`src/rtl/iomem_gpio_irq.sv`:
```
// iomem_gpio_irq: memory-mapped GPIO for the picosoc iomem bus.
//   offset 0 OUT  (R/W)  -> gpio_out
//   offset 1 IN   (RO)   synchronised (and optionally debounced) gpio_in
//   offset 2 IEN  (R/W)  per-bit interrupt enable
//   offset 3 PEND (R/W1C) per-bit rising-edge pending flags
// Optional feature macro: GPIO_DEBOUNCE_EN (tick-based 3-sample debounce on
// the input path). Without it the IN register is the synchroniser output.
module iomem_gpio_irq #(
  parameter logic [7:0] BASE_ADDR = 8'h03,
  parameter int         N_OUT     = 8,
  parameter int         N_IN      = 8,
  parameter int         DB_DIV    = 100000
) (
  input  logic              clk,
  input  logic              reset,
  input  logic              iomem_valid,
  output logic              iomem_ready,
  input  logic [3:0]        iomem_wstrb,
  input  logic [31:0]       iomem_addr,
  input  logic [31:0]       iomem_wdata,
  output logic [31:0]       iomem_rdata,
  input  logic [N_IN-1:0]   gpio_in,
  output logic [N_OUT-1:0]  gpio_out,
  output logic              irq
);

  localparam logic [1:0] OFF_OUT  = 2'd0;
  localparam logic [1:0] OFF_IN   = 2'd1;
  localparam logic [1:0] OFF_IEN  = 2'd2;
  localparam logic [1:0] OFF_PEND = 2'd3;

  logic              ready_q;
  logic [31:0]       rdata_q, rdata_d;
  logic [N_OUT-1:0]  out_q, out_d;
  logic [N_IN-1:0]   ien_q, ien_d;
  logic [N_IN-1:0]   pend_q, pend_d;
  logic              irq_q;
  logic [N_IN-1:0]   sync1_q, sync2_q;
  logic [N_IN-1:0]   db;
  logic [N_IN-1:0]   db_dly_q;
  logic [N_IN-1:0]   rise;

  logic              sel;
  logic              wr;
  logic [1:0]        reg_off;
  logic [31:0]       wmask;
  logic [31:0]       rd_data;

  // Address bits outside the decode and write-data bits above the register
  // widths alias / are ignored by design.
  logic unused_ok;
  assign unused_ok = ^{iomem_addr[23:4], iomem_addr[1:0], iomem_wdata, wmask};

  // Request decode: accept only when not already acknowledging.
  assign sel     = iomem_valid & ~ready_q & (iomem_addr[31:24] == BASE_ADDR);
  assign wr      = sel & (|iomem_wstrb);
  assign reg_off = iomem_addr[3:2];
  assign wmask   = {{8{iomem_wstrb[3]}}, {8{iomem_wstrb[2]}},
                    {8{iomem_wstrb[1]}}, {8{iomem_wstrb[0]}}};

  assign rise = db & ~db_dly_q;

  // Read mux: zero-extended view of the addressed register.
  always_comb begin
    // NOTE: every signal written in always_comb gets a default first so no latch is inferred.
    rd_data = '0;
    case (reg_off)
      OFF_OUT:  rd_data = 32'(out_q);
      OFF_IN:   rd_data = 32'(db);
      OFF_IEN:  rd_data = 32'(ien_q);
      OFF_PEND: rd_data = 32'(pend_q);
      default:  rd_data = '0;
    endcase
  end

  // Register next-state: byte-masked writes, W1C pending, rising edges set.
  always_comb begin
    out_d   = out_q;
    ien_d   = ien_q;
    pend_d  = pend_q;
    rdata_d = sel ? rd_data : rdata_q;
    for (int i = 0; i < N_OUT; i++) begin
      if (wr && reg_off == OFF_OUT && wmask[i]) out_d[i] = iomem_wdata[i];
    end
    for (int i = 0; i < N_IN; i++) begin
      if (wr && reg_off == OFF_IEN && wmask[i]) ien_d[i] = iomem_wdata[i];
      if (wr && reg_off == OFF_PEND && wmask[i] && iomem_wdata[i]) pend_d[i] = 1'b0;
    end
    // A new edge in the same cycle as a clear wins.
    pend_d = pend_d | rise;
  end

  // Bus handshake, architectural registers and registered interrupt.
  always_ff @(posedge clk) begin
    // NOTE: sequential state uses non-blocking assignments so all flops update together.
    if (reset) begin
      ready_q  <= 1'b0;
      rdata_q  <= '0;
      out_q    <= '0;
      ien_q    <= '0;
      pend_q   <= '0;
      irq_q    <= 1'b0;
      db_dly_q <= '0;
    end else begin
      ready_q  <= sel;
      rdata_q  <= rdata_d;
      out_q    <= out_d;
      ien_q    <= ien_d;
      pend_q   <= pend_d;
      irq_q    <= |(pend_q & ien_q);
      db_dly_q <= db;
    end
  end

  // Two-flop synchroniser for the asynchronous inputs.
  always_ff @(posedge clk) begin
    if (reset) begin
      sync1_q <= '0;
      sync2_q <= '0;
    end else begin
      sync1_q <= gpio_in;
      sync2_q <= sync1_q;
    end
  end

`ifdef GPIO_DEBOUNCE_EN
  localparam int             TW        = $clog2(DB_DIV);
  localparam logic [TW-1:0]  TICK_LAST = TW'(DB_DIV - 1);

  logic [TW-1:0]          tick_cnt_q;
  logic                   tick;
  logic [N_IN-1:0][1:0]   cnt_q, cnt_d;
  logic [N_IN-1:0]        stable_q, stable_d;

  assign tick = (tick_cnt_q == TICK_LAST);
  assign db   = stable_q;

  // Free-running sample tick, one pulse every DB_DIV cycles.
  always_ff @(posedge clk) begin
    if (reset) tick_cnt_q <= '0;
    else       tick_cnt_q <= tick ? '0 : tick_cnt_q + TW'(1);
  end

  // Per bit: accept a new level after three consecutive differing ticks.
  always_comb begin
    cnt_d    = cnt_q;
    stable_d = stable_q;
    if (tick) begin
      for (int i = 0; i < N_IN; i++) begin
        if (sync2_q[i] != stable_q[i]) begin
          if (cnt_q[i] == 2'd2) begin
            stable_d[i] = sync2_q[i];
            cnt_d[i]    = 2'd0;
          end else begin
            cnt_d[i] = cnt_q[i] + 2'd1;
          end
        end else begin
          cnt_d[i] = 2'd0;
        end
      end
    end
  end

  // Debounce state.
  always_ff @(posedge clk) begin
    if (reset) begin
      cnt_q    <= '0;
      stable_q <= '0;
    end else begin
      cnt_q    <= cnt_d;
      stable_q <= stable_d;
    end
  end
`else
  // Without debounce the sample-tick period has no effect.
  logic unused_db_div;
  assign unused_db_div = (DB_DIV < 2);
  assign db = sync2_q;
`endif

  assign iomem_ready = ready_q;
  assign iomem_rdata = rdata_q;
  assign gpio_out    = out_q;
  assign irq         = irq_q;

endmodule
```
`config.mk`:
```
export PLATFORM = sky130hd
export DESIGN_NAME = iomem_gpio_irq
export DESIGN_NICKNAME = d
export VERILOG_FILES = /design/src/rtl/iomem_gpio_irq.sv
export SDC_FILE = /design/constraint.sdc
export NUM_CORES = 1
export LEC_CHECK = 0
export BUFFER_PORTS_ARGS = -buffer_cell sky130_fd_sc_hd__buf_2
export CORE_ASPECT_RATIO = 0.75
export CORE_MARGIN = 1
export CORE_UTILIZATION = 50
export DETAILED_ROUTE_END_ITERATION = 8
export HOLD_SLACK_MARGIN = 0.12
export PLACE_DENSITY = 0.85
export SLEW_MARGIN = 25
export SYNTH_ARGS = -nofsm -noshare
export SYNTH_HDL_FRONTEND = slang
export SYNTH_SLANG_ARGS = --single-unit
```
`constraint.sdc`:
```
create_clock -name clk -period 3.9 [get_ports clk]
set_input_delay 0.195 -clock clk [delete_from_list [all_inputs] [get_ports clk]]
set_output_delay 0.195 -clock clk [all_outputs]
set_load 0.01 [all_outputs]
```
==> impl_metrics.toml <==
[job]
cap_violations = 0

[synth]
avgSynthCellArea_um2 = 10.9
ys_async_sr_fraction_pct = 0
ys_seq_elements = 58
yosysTopAreaCell = "dfxtp_1"
synth.yosys.seq_area_share_pct = 45.5
synth_cell_type_count = 29
synth_top_area_share_pct = 45.5
synth_edf_count = 0
synthFlopType = "dfxtp_1"
syn-cell-area_um2 = 2550
yosys-top-cells-area = "dfxtp_1 45%, buf_4 7.6%, nor2b_1 7.3%"
synthCells = 234
yosys_warnings = 0

[floorplan]
start_util_pct = 52.1
io_pins = 121
die_y_um = 63.9
die_area_um2 = 5400
die_w_um = 84.5
num_rows = 22
core_area_um2 = 4900

[outcome]
violations = "DRC"
status = "finished with violations"

[clock_network]
cts_tree = "done"
path_clk_slew_ps = 60
root_buffer = "clkbuf_8"
cts_resized = 0
max-clock-path-buffers = 2
clk_latency_ps = 330
cts_buffers = 9
numClockSinks = 58
htreeDepth = 3

[drt]
routed-via-count = 1843
post_drt_via_cell_ratio = 5.16
drt-initial-drc-count = 107
antenna_left = 0
wl_per_cell_um = 13.3
totalWireLength_mm = 4.76
drc = 16
drt_pass1_iterations = 6

[worst_setup_path]
r2r_end = "pend_q[3]$_SDFF_PP0_"
crit_family = "simple AND/OR/NAND/NOR gates"
worstReg2RegStart = "iomem_ready$_SDFF_PP0_"
critPathKind = "reg -> reg"
arrival_ps = 2370
reg2reg_depth = 3
slowest_delay_ps = 1010
startpoint_type = "register"
path_cells = "nand4b_1 > nor4_2 > a311oi_1"
r2r_setup_slack_ps = 1690
crit_buf_inv = 0
cpMaxStageDelayCell = "nor4_2"
cp_max_fo = 11
worstSetupEndpointType = "register"
crit_required_ps = 4060

[power]
power_density_nw_per_um2 = 384
ir_drop_mv = 0.308
total_power_uw = 1160
total_leakage_power_uw = 0.00125

[placement]
port_buffers = 47
place_congestion = 0.784
hpwl_mm = 3.20

[finish]
fin_nets = 373
num_antenna_cells = 0
area_growth_pct = 17.9
drive_above_1_share_pct = 24.2

[timing]
tightest_slew_ps = 1030
slew_viol_final = 0
slew_headroom_pct = 30.5
finalClockSkew_ps = 3.76
timing.final.crit_share_pct = 56.5
fmax_mhz = 454
period_minus_slack_ps = 2210
setup_tns_ps = 0
hold_viol_final = 0
setup_viol = 0
rsz0062_at_grt = "false"

[global_routing]
grt_pass1_vias = 1667
grt_pass1_wl_mm = 7.90
grt_max_degree = 67
grt_overflow = 0
grt_usage_pct = 19.3
antenna_found_initial = 0

[min_path]
hp-start = "iomem_addr[30]"
hold_path.class = "in -> reg"
min_path_cells = 4
hold_end = "iomem_rdata[0]$_SDFFE_PP0N_"
## sequential cells by signal, indices dropped and copies added (netlist names)
name / count
ien_q: 8
gpio_out: 8
sync1_q: 8
db: 8
db_dly_q: 8
pend_q: 8
iomem_rdata: 8
irq: 1
iomem_ready: 1
## where the power goes
part | switching [uW] | internal [uW] | leakage, uW
registers | 7.18 | 607 | 0.000472
logic | 49.8 | 45.8 | 0.000698
clock network | 205 | 242 | 0.0000766
total | 262 | 895 | 0.00125
## cells in the final DEF, fill, tap and decap left out, types with 2 or more instances in the layout
| cell type | netlist | routed |
|---|---|---|
| a21oi_1 | 8 | 8 |
| a22oi_1 | 4 | 4 |
| a311oi_1 | 8 | 8 |
| and2b_1 | 2 | 2 |
| buf_2 | 0 | 47 |
| clkbuf_1 | 8 | 4 |
| clkbuf_8 | 0 | 10 |
| conb_1 | 1 | 24 |
| dfxtp_1 | 58 | 58 |
| dlygate4sd3_1 | 0 | 16 |
| mux2i_1 | 16 | 16 |
| mux4_2 | 8 | 8 |
| nand2b_1 | 27 | 27 |
| nand4_1 | 8 | 8 |
| nor2b_1 | 30 | 30 |
| nor4_2 | 1 | 2 |
| o31ai_1 | 8 | 8 |
| or2b_1 | 5 | 5 |
## worst min-delay path: cells and delay by family
family                 cells  cell delay (ps)
and+or+nand+nor            2              170
AOI/OAI and AO/OA          1               50
buffers and inverters      1               90
## Yosys cell counts, drive strengths merged, types with 2 or more instances
cell type and count:
nor2b 30, a22oi 4, and2b 2, a311oi 8
nand4 9, dfxtp 58, mux4 8, nor4 4
mux2i 16, a21oi 8, clkbuf 8, o31ai 8
or2b 5, nand2b 27, buf 29
## how the worst max path moves through the flow
stage / startpoint / to / slack (ps) / cells after the start
floorplan: iomem_addr[29] / pend_q[0]$_SDFF_PP0_ / 2120 / 3
CTS: iomem_ready$_SDFF_PP0_ / pend_q[4]$_SDFF_PP0_ / 1720 / 3
finish: iomem_ready$_SDFF_PP0_ / pend_q[3]$_SDFF_PP0_ / 1690 / 3
detailed placement: iomem_addr[29] / pend_q[4]$_SDFF_PP0_ / 1690 / 4
global route: iomem_ready$_SDFF_PP0_ / pend_q[1]$_SDFF_PP0_ / 1520 / 3
global placement: iomem_addr[29] / pend_q[1]$_SDFF_PP0_ / 1700 / 4
## layout make-up
cell class              count  area (um2)
clock buffers              14         153
fillers                   421        1890
multi-input cells         162        1230
flip-flops and latches     58        1160
well taps                  60        75.1
repair buffers             63         395
## metal layers
metal	part of all wire, %	wire length (um)	track usage, %
met5	0	0	0
met4	0.94	45	6.36
met3	6.3	302	7.62
met2	44	2100	29.4
met1	49	2320	25.2
## kinds of logic (layout without fill, tap and decap cells)
family                 after synthesis  count (layout)  synth area share (%)
AND/OR/NAND/NOR                     85              85                  22.7
buffers and inverters               37              77                  10.1
multiplexers                        24              24                  13.3
other                                1              24                 0.147
AO/OA/AOI/OAI                       29              29                  8.18
flip-flops                          58              58                  45.5
## metrics by stage
step                hold slack [ps]  utilization (%)  instances  setup WS (ps)  instance area (um2)
floorplan                       301                -        257           2120                 2640
global placement                404             55.1        327           1700                 2700
detailed placement              407             55.1        327           1690                 2700
CTS                             222             61.4        357           1720                 3010
global route                    251             61.4        357           1520                 3010
finish                          239             61.4        357           1690                 3010
## repair_timing
action	4_1_cts	5_1_grt
hold endpoints to repair	16	0
hold buffers	16	0
setup buffers	0	0
setup endpoints to repair	0	0
Power figures use the tool's default switching activity.
